`src/rtl/prog_loader_pkg.sv`:
```
// Shared types and constants for the instruction-memory loader.
// State encodings, stream framing constants and the word-address helper.
package prog_loader_pkg;

    typedef enum logic [2:0] {
        LD_IDLE  = 3'd0,
        LD_LEN   = 3'd1,
        LD_DATA  = 3'd2,
        LD_FLUSH = 3'd3,
        LD_ERROR = 3'd4
    } ld_state_e;

    localparam int BYTES_PER_WORD = 4;
    localparam int HDR_BYTES      = 2;

    // Byte address of word number idx relative to base.
    function automatic logic [31:0] word_byte_addr(input logic [31:0] base,
                                                   input logic [15:0] idx);
        return base + {14'd0, idx, 2'b00};
    endfunction

endpackage

```
`src/rtl/prog_loader_byte_assembler.sv`:
```
// MSB-first byte-to-word shifter with a 2-bit byte index.
// o_word presents the word completed by the byte currently being shifted in.
module byte_assembler
    import prog_loader_pkg::*;
(
    input  logic        clk,
    input  logic        rst_n,
    input  logic        i_shift_en,
    input  logic        i_clear,
    input  logic [7:0]  i_byte,
    output logic [31:0] o_word,
    output logic [1:0]  o_byte_idx,
    output logic        o_last_byte
);

    logic [23:0] r_shift;
    logic [1:0]  r_idx;

    // Shift register and byte index; clear wins over a simultaneous shift.
    always_ff @(posedge clk or negedge rst_n) begin
        if (!rst_n) begin
            r_shift <= 24'd0;
            r_idx   <= 2'd0;
        end else if (i_clear) begin
            r_shift <= 24'd0;
            r_idx   <= 2'd0;
        end else if (i_shift_en) begin
            r_shift <= {r_shift[15:0], i_byte};
            r_idx   <= r_idx + 2'd1;
        end else begin
            r_shift <= r_shift;
            r_idx   <= r_idx;
        end
    end

    assign o_word      = {r_shift, i_byte};
    assign o_byte_idx  = r_idx;
    assign o_last_byte = i_shift_en && (r_idx == 2'(BYTES_PER_WORD - 1));

endmodule

```
`src/rtl/prog_loader.sv`:
```
// Stream-to-instruction-memory loader: parses a 16-bit word count and big-endian
// words, drives the CPU programming port and holds it in programming mode.
module prog_loader
    import prog_loader_pkg::*;
#(
    parameter logic [31:0] BASE_ADDR = 32'h0000_0000,
    parameter int          MAX_WORDS = 1024,
    parameter int          TIMEOUT   = 65535
) (
    input  logic        clk,
    input  logic        rst_n,
    input  logic        i_start,
    input  logic [7:0]  i_rx_data,
    input  logic        i_rx_valid,
    output logic        o_rx_ready,
    output logic [31:0] o_prog_instruction,
    output logic [31:0] o_inst_addr,
    output logic        o_prog_en,
    output logic        o_busy,
    output logic        o_done,
    output logic        o_error,
    output logic [15:0] o_words_loaded
);

    localparam int              TO_W     = $clog2(TIMEOUT + 1);
    localparam logic [TO_W-1:0] TO_LIMIT = TO_W'(TIMEOUT);
    localparam logic [16:0]     MAX_W    = 17'(MAX_WORDS);

    ld_state_e       r_state, w_state_nxt;
    logic [15:0]     r_len, w_len_nxt;
    logic [TO_W-1:0] r_to_cnt, w_to_nxt, w_to_inc;

    logic        r_rx_ready, r_prog_en, r_busy, r_done, r_error;
    logic [31:0] r_prog_instruction, w_instr_nxt;
    logic [31:0] r_inst_addr, w_addr_nxt;
    logic [15:0] r_words_loaded, w_words_nxt, w_words_inc;
    logic        w_done_nxt;

    logic        w_xfer, w_asm_shift, w_asm_clear, w_last_byte;
    logic [31:0] w_word;
    logic [1:0]  w_byte_idx;

    assign w_xfer      = i_rx_valid && r_rx_ready;
    assign w_to_inc    = r_to_cnt + TO_W'(1);
    assign w_words_inc = r_words_loaded + 16'd1;

    byte_assembler u_asm (
        .clk         (clk),
        .rst_n       (rst_n),
        .i_shift_en  (w_asm_shift),
        .i_clear     (w_asm_clear),
        .i_byte      (i_rx_data),
        .o_word      (w_word),
        .o_byte_idx  (w_byte_idx),
        .o_last_byte (w_last_byte)
    );

    // State, length and idle-timeout registers.
    always_ff @(posedge clk or negedge rst_n) begin
        if (!rst_n) begin
            r_state  <= LD_IDLE;
            r_len    <= 16'd0;
            r_to_cnt <= '0;
        end else begin
            r_state  <= w_state_nxt;
            r_len    <= w_len_nxt;
            r_to_cnt <= w_to_nxt;
        end
    end

    // Next-state, counter and commit decode.
    always_comb begin
        w_state_nxt = r_state;
        w_len_nxt   = r_len;
        w_to_nxt    = r_to_cnt;
        w_instr_nxt = r_prog_instruction;
        w_addr_nxt  = r_inst_addr;
        w_words_nxt = r_words_loaded;
        w_done_nxt  = 1'b0;
        w_asm_shift = 1'b0;
        w_asm_clear = 1'b0;
        case (r_state)
            LD_IDLE, LD_ERROR: begin
                if (i_start) begin
                    w_state_nxt = LD_LEN;
                    w_words_nxt = 16'd0;
                    w_addr_nxt  = BASE_ADDR;
                    w_instr_nxt = 32'd0;
                    w_to_nxt    = '0;
                    w_asm_clear = 1'b1;
                end else begin
                    w_state_nxt = r_state;
                end
            end
            LD_LEN: begin
                if (w_xfer) begin
                    w_asm_shift = 1'b1;
                    w_to_nxt    = '0;
                    if (w_byte_idx == 2'(HDR_BYTES - 1)) begin
                        // Reset the index so the first data byte lands in bits 31:24.
                        w_asm_clear = 1'b1;
                        w_len_nxt   = w_word[15:0];
                        if (w_word[15:0] == 16'd0) begin
                            w_state_nxt = LD_IDLE;
                            w_done_nxt  = 1'b1;
                        end else if ({1'b0, w_word[15:0]} > MAX_W) begin
                            w_state_nxt = LD_ERROR;
                        end else begin
                            w_state_nxt = LD_DATA;
                        end
                    end else begin
                        w_state_nxt = LD_LEN;
                    end
                end else if (w_to_inc == TO_LIMIT) begin
                    w_state_nxt = LD_ERROR;
                    w_to_nxt    = '0;
                end else begin
                    w_to_nxt = w_to_inc;
                end
            end
            LD_DATA: begin
                if (w_xfer) begin
                    w_asm_shift = 1'b1;
                    w_to_nxt    = '0;
                    if (w_last_byte) begin
                        w_instr_nxt = w_word;
                        w_addr_nxt  = word_byte_addr(BASE_ADDR, r_words_loaded);
                        w_words_nxt = w_words_inc;
                        if (w_words_inc == r_len) begin
                            w_state_nxt = LD_FLUSH;
                        end else begin
                            w_state_nxt = LD_DATA;
                        end
                    end else begin
                        w_state_nxt = LD_DATA;
                    end
                end else if (w_to_inc == TO_LIMIT) begin
                    w_state_nxt = LD_ERROR;
                    w_to_nxt    = '0;
                end else begin
                    w_to_nxt = w_to_inc;
                end
            end
            LD_FLUSH: begin
                w_state_nxt = LD_IDLE;
                w_done_nxt  = 1'b1;
            end
            default: begin
                w_state_nxt = LD_IDLE;
            end
        endcase
    end

    // Output registers follow the state being entered so they align with it.
    always_ff @(posedge clk or negedge rst_n) begin
        if (!rst_n) begin
            r_rx_ready         <= 1'b0;
            r_prog_en          <= 1'b0;
            r_busy             <= 1'b0;
            r_done             <= 1'b0;
            r_error            <= 1'b0;
            r_prog_instruction <= 32'd0;
            r_inst_addr        <= BASE_ADDR;
            r_words_loaded     <= 16'd0;
        end else begin
            r_rx_ready         <= (w_state_nxt == LD_LEN) || (w_state_nxt == LD_DATA);
            r_prog_en          <= (w_state_nxt == LD_LEN) || (w_state_nxt == LD_DATA) ||
                                  (w_state_nxt == LD_FLUSH);
            r_busy             <= (w_state_nxt == LD_LEN) || (w_state_nxt == LD_DATA) ||
                                  (w_state_nxt == LD_FLUSH);
            r_done             <= w_done_nxt;
            r_error            <= (w_state_nxt == LD_ERROR);
            r_prog_instruction <= w_instr_nxt;
            r_inst_addr        <= w_addr_nxt;
            r_words_loaded     <= w_words_nxt;
        end
    end

    assign o_rx_ready         = r_rx_ready;
    assign o_prog_en          = r_prog_en;
    assign o_busy             = r_busy;
    assign o_done             = r_done;
    assign o_error            = r_error;
    assign o_prog_instruction = r_prog_instruction;
    assign o_inst_addr        = r_inst_addr;
    assign o_words_loaded     = r_words_loaded;

endmodule
```
`config.mk`:
```
export PLATFORM = sky130hd
export DESIGN_NAME = prog_loader
export DESIGN_NICKNAME = d
export VERILOG_FILES = /design/src/rtl/prog_loader_pkg.sv /design/src/rtl/prog_loader_byte_assembler.sv /design/src/rtl/prog_loader.sv
export SDC_FILE = /design/constraint.sdc
export NUM_CORES = 1
export LEC_CHECK = 0
export ABC_AREA = 1
export CORE_MARGIN = 3
export CORE_UTILIZATION = 50
export CTS_CLUSTER_DIAMETER = 60
export DETAILED_ROUTE_END_ITERATION = 16
export PLACE_DENSITY = 0.79
export SLEW_MARGIN = 25
export SYNTH_ARGS = -nofsm -noshare
export SYNTH_HDL_FRONTEND = slang
export SYNTH_HIERARCHICAL = 1
export SYNTH_SLANG_ARGS = --single-unit
export TNS_END_PERCENT = 10
```
`constraint.sdc`:
```
create_clock -name clk -period 2.42 [get_ports clk]
set_input_delay 0.484 -clock clk [delete_from_list [all_inputs] [get_ports clk]]
set_output_delay 0.484 -clock clk [all_outputs]
set_load 0.005 [all_outputs]
```
==> metrics.md, run 1 <==
| Metric | Value |
|---|---|
| Outcome | finished clean |
| Antenna violations before repair | 0 |
| Power per Cell Area | 952 mW/mm^2 |
| Crit path max fanout | 4 |
| Crit path time final | 2.17 ns |
| Maximum vdd drop | 0.000763 V |
| Layout Nets | 927 |
| Met1 Resource Use GR | 0.295 |
| Sequential area share after synthesis | 0.482 |
| Largest area contributor in the netlist | dfrtp_1 |
| Reg clk slew, reported paths | 0.05 ns |
| Fin crit share | 0.898 |
| Dpl hpwl | 11300 um |
| Worst Path Required | 2.78 ns |
| Num ports | 97 |
| Worst skew pair latency | 0.42 ns |
| Routed wire length | 15600 um |
| Arr. time, crit path | 2.53 ns |
| Rows | 41 |
| Crit path buffers/inverters | 5 |
| Top Usage Layer GRT | met2 |
| IO buf count | 80 |
| Final ANT Viol Nets | 0 |
| Via count | 5635 |
| Hold Crit Start | u_asm/r_shift[23]$_DFFE_PN0P_ |
| DRT Pass-1 Iters | 6 |
| Total gr overflow | 0 |
| CP Launch Point | r_state[0]$_DFF_PN0_ |
| Layout cells sized above 1 | 0.130 |
| ANT cells | 0 |
| CTS sink count | 129 |
| Die width | 122 um |
| Endpoints failing setup | 0 |
| Max cap viols | 0 |
| DR iter-0 viols | 431 |
| DP Cell Count | 1061 |
| Routed WL per cell | 14.3 um |
| Synth Register Bits | 129 |
| Fin cells | 1094 |
| Avg Synthesized Cell Area | 8.08 um^2 |
| CTS Buf Count | 17 |
| H-tree depth | 4 |
| First-pass GRT wire length | 25700 um |
| Via density | 5.15 |
| Area delta synth->final | 22.9% |
| Fmax | 460 MHz |
| Lkg Pwr | 3.71 nW |
| Final hold viol count | 0 |
| All-layer global routing usage | 0.221 |
| Final max-slew violation count | 0 |
| Worst setup SP type | flip-flop |
| Distinct cells, synth | 37 |
| Worst setup EP type | flip-flop |
| Critical path's slowest cell | dfrtp_1 |
| DRC errors left | 0 |
| RR Startpoint | r_state[0]$_DFF_PN0_ |
| Crit Path Category | reg -> reg |
| Largest net degree at the start of global routing | 54 |
| Post-Syn Area | 0.00670 mm^2 |
| Yosys top cell area share | 0.482 |
| Worst Hold Class | reg -> reg |
| Ys Warns | 6 |
| GP Congestion | 0.862 |
| Die Y | 122 um |
| Core area | 0.0129 mm^2 |
| Initial Util | 0.520 |
| TritonCTS clock tree | yes |
| Crit path max-delay family | simple AND/OR/NAND/NOR gates |
| Setup TNS Final | 0 ns |
| Die area | 0.0148 mm^2 |
| Filler cells | 1056 |
| Number of global-route vias before repair | 5219 |
| Prevailing post-synth register cell | dfrtp_1 |
| Max clock buf depth | 2 |
| Area contributors post-synth | dfrtp_1 (48%), nand2_1 (15%), o21ai_0 (5.1%) |
| Clock root cell | clkbuf_16 |
| Grt met2 use | 0.347 |
| Slowest cell delay on critical path | 0.40 ns |
| CP Cell Sequence | inv_2 -> nor3_4 -> inv_2 -> nand2_2 -> inv_2 -> nor2_4 -> nand2_1 -> inv_1 -> inv_1 -> nor2_2 -> nand2_1 -> nor2_1 -> nand2_1 -> nor2_1 -> nand3_1 -> nor2_1 -> nand2_1 -> nand2_1 -> nand2_2 -> nand2_2 -> nand2_1 -> nand2_1 |
| Design Power | 7.84 mW |
| Cells after Synth | 829 |
| Met3 usage | 0.0506 |
| FFs w/ async S/R, synth | 1.00 |
| Post-synth EDFFs | 0 |
| Most used cell, CP | nand2_1 |
| Clock Skews | 0.00612 ns |
-- where the power goes --
group	internal (mW)	leakage (nW)	total, mW	switching [mW]
registers	2.53	1.77	2.88	0.355
logic	0.834	1.64	2.34	1.51
clock network	1.74	0.299	2.62	0.875
-- layout make-up --
class,instances,area [um^2],share of cell area
sequential,129,3230,0.392
clock inverter,5,100,0.0122
clock buffer,25,505,0.0614
inverter,95,359,0.0436
multi-input combinational,569,2850,0.347
tap,172,215,0.0261
timing repair buffer,99,968,0.118
-- cell usage after synthesis, types with 2 or more instances --
cell type / count
o21ai_1: 12
a21oi_4: 2
a21oi_1: 2
buf_4: 26
nand2_2: 7
ha_1: 4
dfrtp_1: 129
nand3_2: 23
xor2_1: 3
buf_6: 7
nand2_1: 266
inv_1: 87
o221ai_1: 2
nand3_1: 58
nor2_4: 7
nand4_1: 20
inv_2: 7
clkbuf_1: 10
buf_2: 7
o22ai_1: 21
nor3_1: 2
nor2_1: 35
o21ai_0: 68
nand3b_1: 2
nand3_4: 2
nor2_2: 9
-- path summary, 6_finish.rpt --
kind	to	slack (ns)	cells after the start
min reg2reg	u_asm/r_shift[23]$_DFFE_PN0P_	0.47	2
max reg2reg	o_rx_ready$_DFF_PN0_	0.25	22
min	u_asm/r_shift[23]$_DFFE_PN0P_	0.47	2
max	o_rx_ready$_DFF_PN0_	0.25	22
min in group asynchronous	o_words_loaded[2]$_DFFE_PN0P_	0.52	2
max in group asynchronous	r_to_cnt[3]$_DFFE_PN0P_	1.25	3
-- tightest hold or removal path, delay by kind of cell, from the launching register on --
| kind | cells | cell delay, ns |
|---|---|---|
| flip-flops | 1 | 0.34 |
| AND/OR/NAND/NOR | 2 | 0.11 |
-- layout by cell type (no fill, tap or decap), drive strengths merged, types with 2 or more instances in the layout --
master	netlist	routed
clkdlybuf4s50	0	79
bufinv	0	3
nand2	274	274
buf	41	19
nand3b	2	2
clkinv	0	2
ha	4	4
clkbuf	10	25
nor2	52	52
a21oi	4	4
nand4	20	20
nor3	3	3
conb	1	16
o22ai	21	21
xor2	3	3
dfrtp	129	129
inv	95	95
nand3	83	83
o221ai	2	2
o21ai	80	80
-- sequential cells by signal, indices dropped and copies added, names as in the netlist --
name,flops
u_asm/o_byte_idx,2
o_prog_instruction,32
o_error,1
r_len,16
o_inst_addr,16
o_busy,1
o_rx_ready,1
r_to_cnt,16
r_state,3
u_asm/r_shift,24
o_done,1
o_words_loaded,16
-- cells by family (layout without fill, tap and decap cells) --
| family | count (synthesis) | after routing | synth area share |
|---|---|---|---|
| XOR/XNOR | 3 | 3 | 0.00392 |
| other | 1 | 16 | 0.000560 |
| AO/OA/AOI/OAI | 109 | 109 | 0.0904 |
| buffers and inverters | 146 | 224 | 0.106 |
| flip-flops | 129 | 129 | 0.482 |
| adder cells (fa/ha/maj) | 4 | 4 | 0.00747 |
| AND/OR/NAND/NOR | 437 | 437 | 0.310 |
-- metal layers --
layer  vias up  part of all wire
li1       2800                 -
met1      2613              0.44
met2       189              0.47
met3        33             0.057
met4         0             0.024
met5         -                 0
-- timing repair --
action,CTS,global route
hold buffers,1,0
hold endpoints to repair,23,0
endpoints found under the setup margin,0,3
buffers inserted,0,2
gates resized for setup,0,12
-- through the flow --
stage                      util  setup WS [ns]  cell area [um^2]  hold slack [ns]
final                     0.639          0.247              8230            0.472
after global routing      0.639        -0.0104              8230            0.487
after CTS                 0.636          0.208              8180            0.478
after detailed placement  0.588         0.0406              7570            0.421
after global placement    0.588          0.113              7570            0.426
after floorplan               -         0.0930              6760            0.188
(Power assumes the default switching activity.)
==> inputs of run 2 (changes only) <==
--- a/config.mk
+++ b/config.mk
@@ -10,6 +10,7 @@
 export CORE_UTILIZATION = 50
 export CTS_CLUSTER_DIAMETER = 60
 export DETAILED_ROUTE_END_ITERATION = 16
+export GPL_TIMING_DRIVEN = 0
 export PLACE_DENSITY = 0.79
 export SLEW_MARGIN = 25
 export SYNTH_ARGS = -nofsm -noshare
==> constraint.sdc (replaced) <==
create_clock -name clk -period 2.42 [get_ports clk]
set_input_delay 0.363 -clock clk [delete_from_list [all_inputs] [get_ports clk]]
set_output_delay 0.363 -clock clk [all_outputs]
set_load 0.005 [all_outputs]
==> run 2 against run 1 <==
Against the previous run:
- first-iteration DRC count is 35% higher
- sequential cell count is the same
- combinational power grew 8%
- largest power group unchanged
==> metrics.md, run 2 (synthesized netlist as in run 1, its figures left out) <==
| Metric | Value |
|---|---|
| Outcome | finished clean (unchanged) |
| Critical path's slowest cell | dfrtp_1 (unchanged) |
| Most common cell after layout, fill and taps aside | nand2_1 (unchanged) |
| Routed WL per cell | 14.7 um (was 14.3 um) |
| First-pass GRT wire length | 27300 um (was 25700 um) |
| IO buf count | 80 (unchanged) |
| Core area | 0.0129 mm^2 (unchanged) |
| Endpoints failing setup | 0 (unchanged) |
| GP Congestion | 0.895 (was 0.862) |
| Worst Hold Class | in -> async (was reg -> reg) |
| Area delta synth->final | 26.8% (was 22.9%) |
| Largest net degree at the start of global routing | 97 (was 54) |
| Final ANT Viol Nets | 0 (unchanged) |
| DRC errors left | 0 (unchanged) |
| Max reg flops | 32 (unchanged) |
| Die area | 0.0148 mm^2 (unchanged) |
| Post-Place Cell Area | 0.00780 mm^2 (was 0.00757 mm^2) |
| Sw Share | 0.359 (was 0.349) |
| Max clock buf depth | 2 (unchanged) |
| Final hold viol count | 0 (unchanged) |
| Metal3 WL | 758 um (was 892 um) |
| ANT cells | 0 (unchanged) |
| Reg clk slew, reported paths | 0.05 ns (about the same) |
| Arr. time, crit path | 2.71 ns (was 2.53 ns) |
| Via density | 5.12 (was 5.15) |
| Crit Path Category | reg -> reg (unchanged) |
| Worst setup EP type | flip-flop (unchanged) |
| Dpl hpwl | 12000 um (was 11300 um) |
| Fin crit share | 0.972 (was 0.898) |
| Worst slew pin tran | 0.658 ns |
| Num ports | 97 (unchanged) |
| Power per Cell Area | 934 mW/mm^2 (was 952 mW/mm^2) |
| Worst Setup EP | o_rx_ready$_DFF_PN0_ (unchanged) |
| Die Y | 122 um (unchanged) |
| CTS Buf Count | 17 (unchanged) |
| Die width | 122 um (unchanged) |
| Slowest cell delay on critical path | 0.44 ns (was 0.40 ns) |
| Worst skew pair latency | 0.42 ns (about the same) |
| Total gr overflow | 0 (unchanged) |
| Met2 WL | 8290 um (was 7410 um) |
| Crit path max fanout | 5 (was 4) |
| Layout cells sized above 1 | 0.163 (was 0.130) |
| TritonCTS clock tree | yes (unchanged) |
| Unrepaired setup endpoints after global routing | yes |
| DR iter-0 viols | 581 (was 431) |
| Reg2reg end | o_rx_ready$_DFF_PN0_ (unchanged) |
| Worst setup SP type | flip-flop (unchanged) |
| Routed wire length | 16700 um (was 15600 um) |
| CP Cell Sequence | nor2_2 -> nand2_2 -> nand2_2 -> inv_2 -> nor2_4 -> nand2_1 -> inv_1 -> inv_2 -> nor2_4 -> nand2_1 -> nor2_1 -> nand2_1 -> nor2_2 -> nand3_2 -> nor2_1 -> nand2_1 -> nand2_1 -> nand2_2 -> nand2_2 -> nand2_1 -> nand2_1 (was inv_2 -> nor3_4 -> inv_2 -> nand2_2 -> inv_2 -> nor2_4 -> nand2_1 -> inv_1 -> inv_1 -> nor2_2 -> nand2_1 -> nor2_1 -> nand2_1 -> nor2_1 -> nand3_1 -> nor2_1 -> nand2_1 -> nand2_1 -> nand2_2 -> nand2_2 -> nand2_1 -> nand2_1) |
| Most used cell, CP | nand2_1 (unchanged) |
| Wl on met1 | 7310 um (was 6920 um) |
| Worst slew margin | 0.561 |
| All-layer global routing usage | 0.237 (was 0.221) |
| Antenna violations before repair | 0 (unchanged) |
| FF-to-FF path depth | 21 (was 22) |
| Number of global-route vias before repair | 5532 (was 5219) |
| DR top layer | met4 (unchanged) |
| Max cap viols | 0 (unchanged) |
| Combinational Power Share | 0.317 (was 0.299) |
| Clock power frac | 0.319 (was 0.334) |
| Clock Skews | 0.00575 ns (was 0.00612 ns) |
| Via count | 5824 (was 5635) |
| RR Startpoint | r_state[2]$_DFF_PN0_ (was r_state[0]$_DFF_PN0_) |
| Lkg Pwr | 3.87 nW (was 3.71 nW) |
| H-tree depth | 4 (unchanged) |
| DRT Pass-1 Iters | 5 (was 6) |
| CP Launch Point | r_state[2]$_DFF_PN0_ (was r_state[0]$_DFF_PN0_) |
| Layout Nets | 968 (was 927) |
| Final max-slew violation count | 0 (unchanged) |
| Rows | 41 (unchanged) |
| Finished Cell Area | 0.00849 mm^2 (was 0.00823 mm^2) |
| Reg2reg setup slack | 0.07 ns (was 0.25 ns) |
| Flop pwr share | 0.363 (was 0.368) |
| Most frequent cells in the layout | nand2_1 (264), dfrtp_1 (129), inv_1 (83), clkdlybuf4s50_1 (79), o21ai_0 (67) (was nand2_1 (263), dfrtp_1 (128), inv_1 (84), clkdlybuf4s50_1 (79), o21ai_0 (68)) |
| Maximum vdd drop | 0.000710 V (was 0.000763 V) |
| Initial Util | 0.520 (unchanged) |
| CTS sink count | 129 (unchanged) |
| Setup TNS Final | 0 ns (unchanged) |
| Setup ws final | 0.0669 ns (was 0.247 ns) |
| Setup WS pre-CTS | -0.596 ns (was 0.0406 ns) |
| Smallest hold slack | 0.397 ns (was 0.472 ns) |
| Crit path time final | 2.35 ns (was 2.17 ns) |
| Fmax | 425 MHz (was 460 MHz) |
| Sw power | 2.85 mW (was 2.74 mW) |
| Clock root cell | clkbuf_16 (unchanged) |
| Worst Path Required | 2.78 ns (about the same) |
| P_int | 5.09 mW (was 5.10 mW) |
run 2: critical path, delay by kind of cell (launching register included):
| family | cells | cell delay (ns) |
|---|---|---|
| flops | 1 | 0.44 |
| buf+inv | 3 | 0.15 |
| simple gates | 18 | 1.67 |
run 2: worst min path at each step:
| stage | slack [ns] | end | from |
|---|---|---|---|
| 2_1_floorplan | 0.07 | o_busy$_DFF_PN0_ | rst_n |
| 3_3_place_gp | 0.45 | u_asm/r_shift[23]$_DFFE_PN0P_ | u_asm/r_shift[23]$_DFFE_PN0P_ |
| 3_5_place_dp | 0.24 | o_inst_addr[4]$_DFFE_PN0P_ | rst_n |
| 4_1_cts | 0.40 | o_inst_addr[2]$_DFFE_PN0P_ | rst_n |
| 5_1_grt | 0.42 | o_inst_addr[2]$_DFFE_PN0P_ | rst_n |
| 6_report | 0.40 | o_inst_addr[2]$_DFFE_PN0P_ | rst_n |
run 2: area by class of cell:
cell class	instances	area, um^2
plain buffers	49	330
well taps	172	215
inverters	95	359
clock inverters	13	143
repair buffers	91	911
multi-input cells	569	2860
clock buffers	19	443
flip-flops and latches	129	3230
fillers	1047	4380
run 2: repair_timing:
| action | CTS | global route |
|---|---|---|
| gates resized for setup | 3 | 17 |
| endpoints found under the setup margin | 66 | 60 |
| pin swaps | 2 | 9 |
| buffers inserted | 5 | 4 |
| hold buffers | 1 | 0 |
| endpoints found under the hold margin | 33 | 0 |
run 2: power groups by stage:
stage	clock network, mW	logic [mW]	registers (mW)
floorplan	0	1.63	2.80
global route	2.67	2.79	2.93
finish	2.53	2.52	2.88
detailed placement	0	2.34	2.89
CTS	2.56	2.40	2.87
global placement	0	2.28	2.89
run 2: stage by stage:
step                      instances  power (mW)   util
after floorplan                 844        4.43      -
after detailed placement       1097        5.24  0.606
after CTS                      1134        7.83  0.655
after global placement         1096        5.17  0.604
after global routing           1137        8.39  0.660
final                          1137        7.94  0.660
run 2: metal layers:
metal,vias up,global-route usage
met2,160,0.400
li1,2885,-
met1,2752,0.303
met5,-,0
met4,0,0.0791
met3,27,0.0506
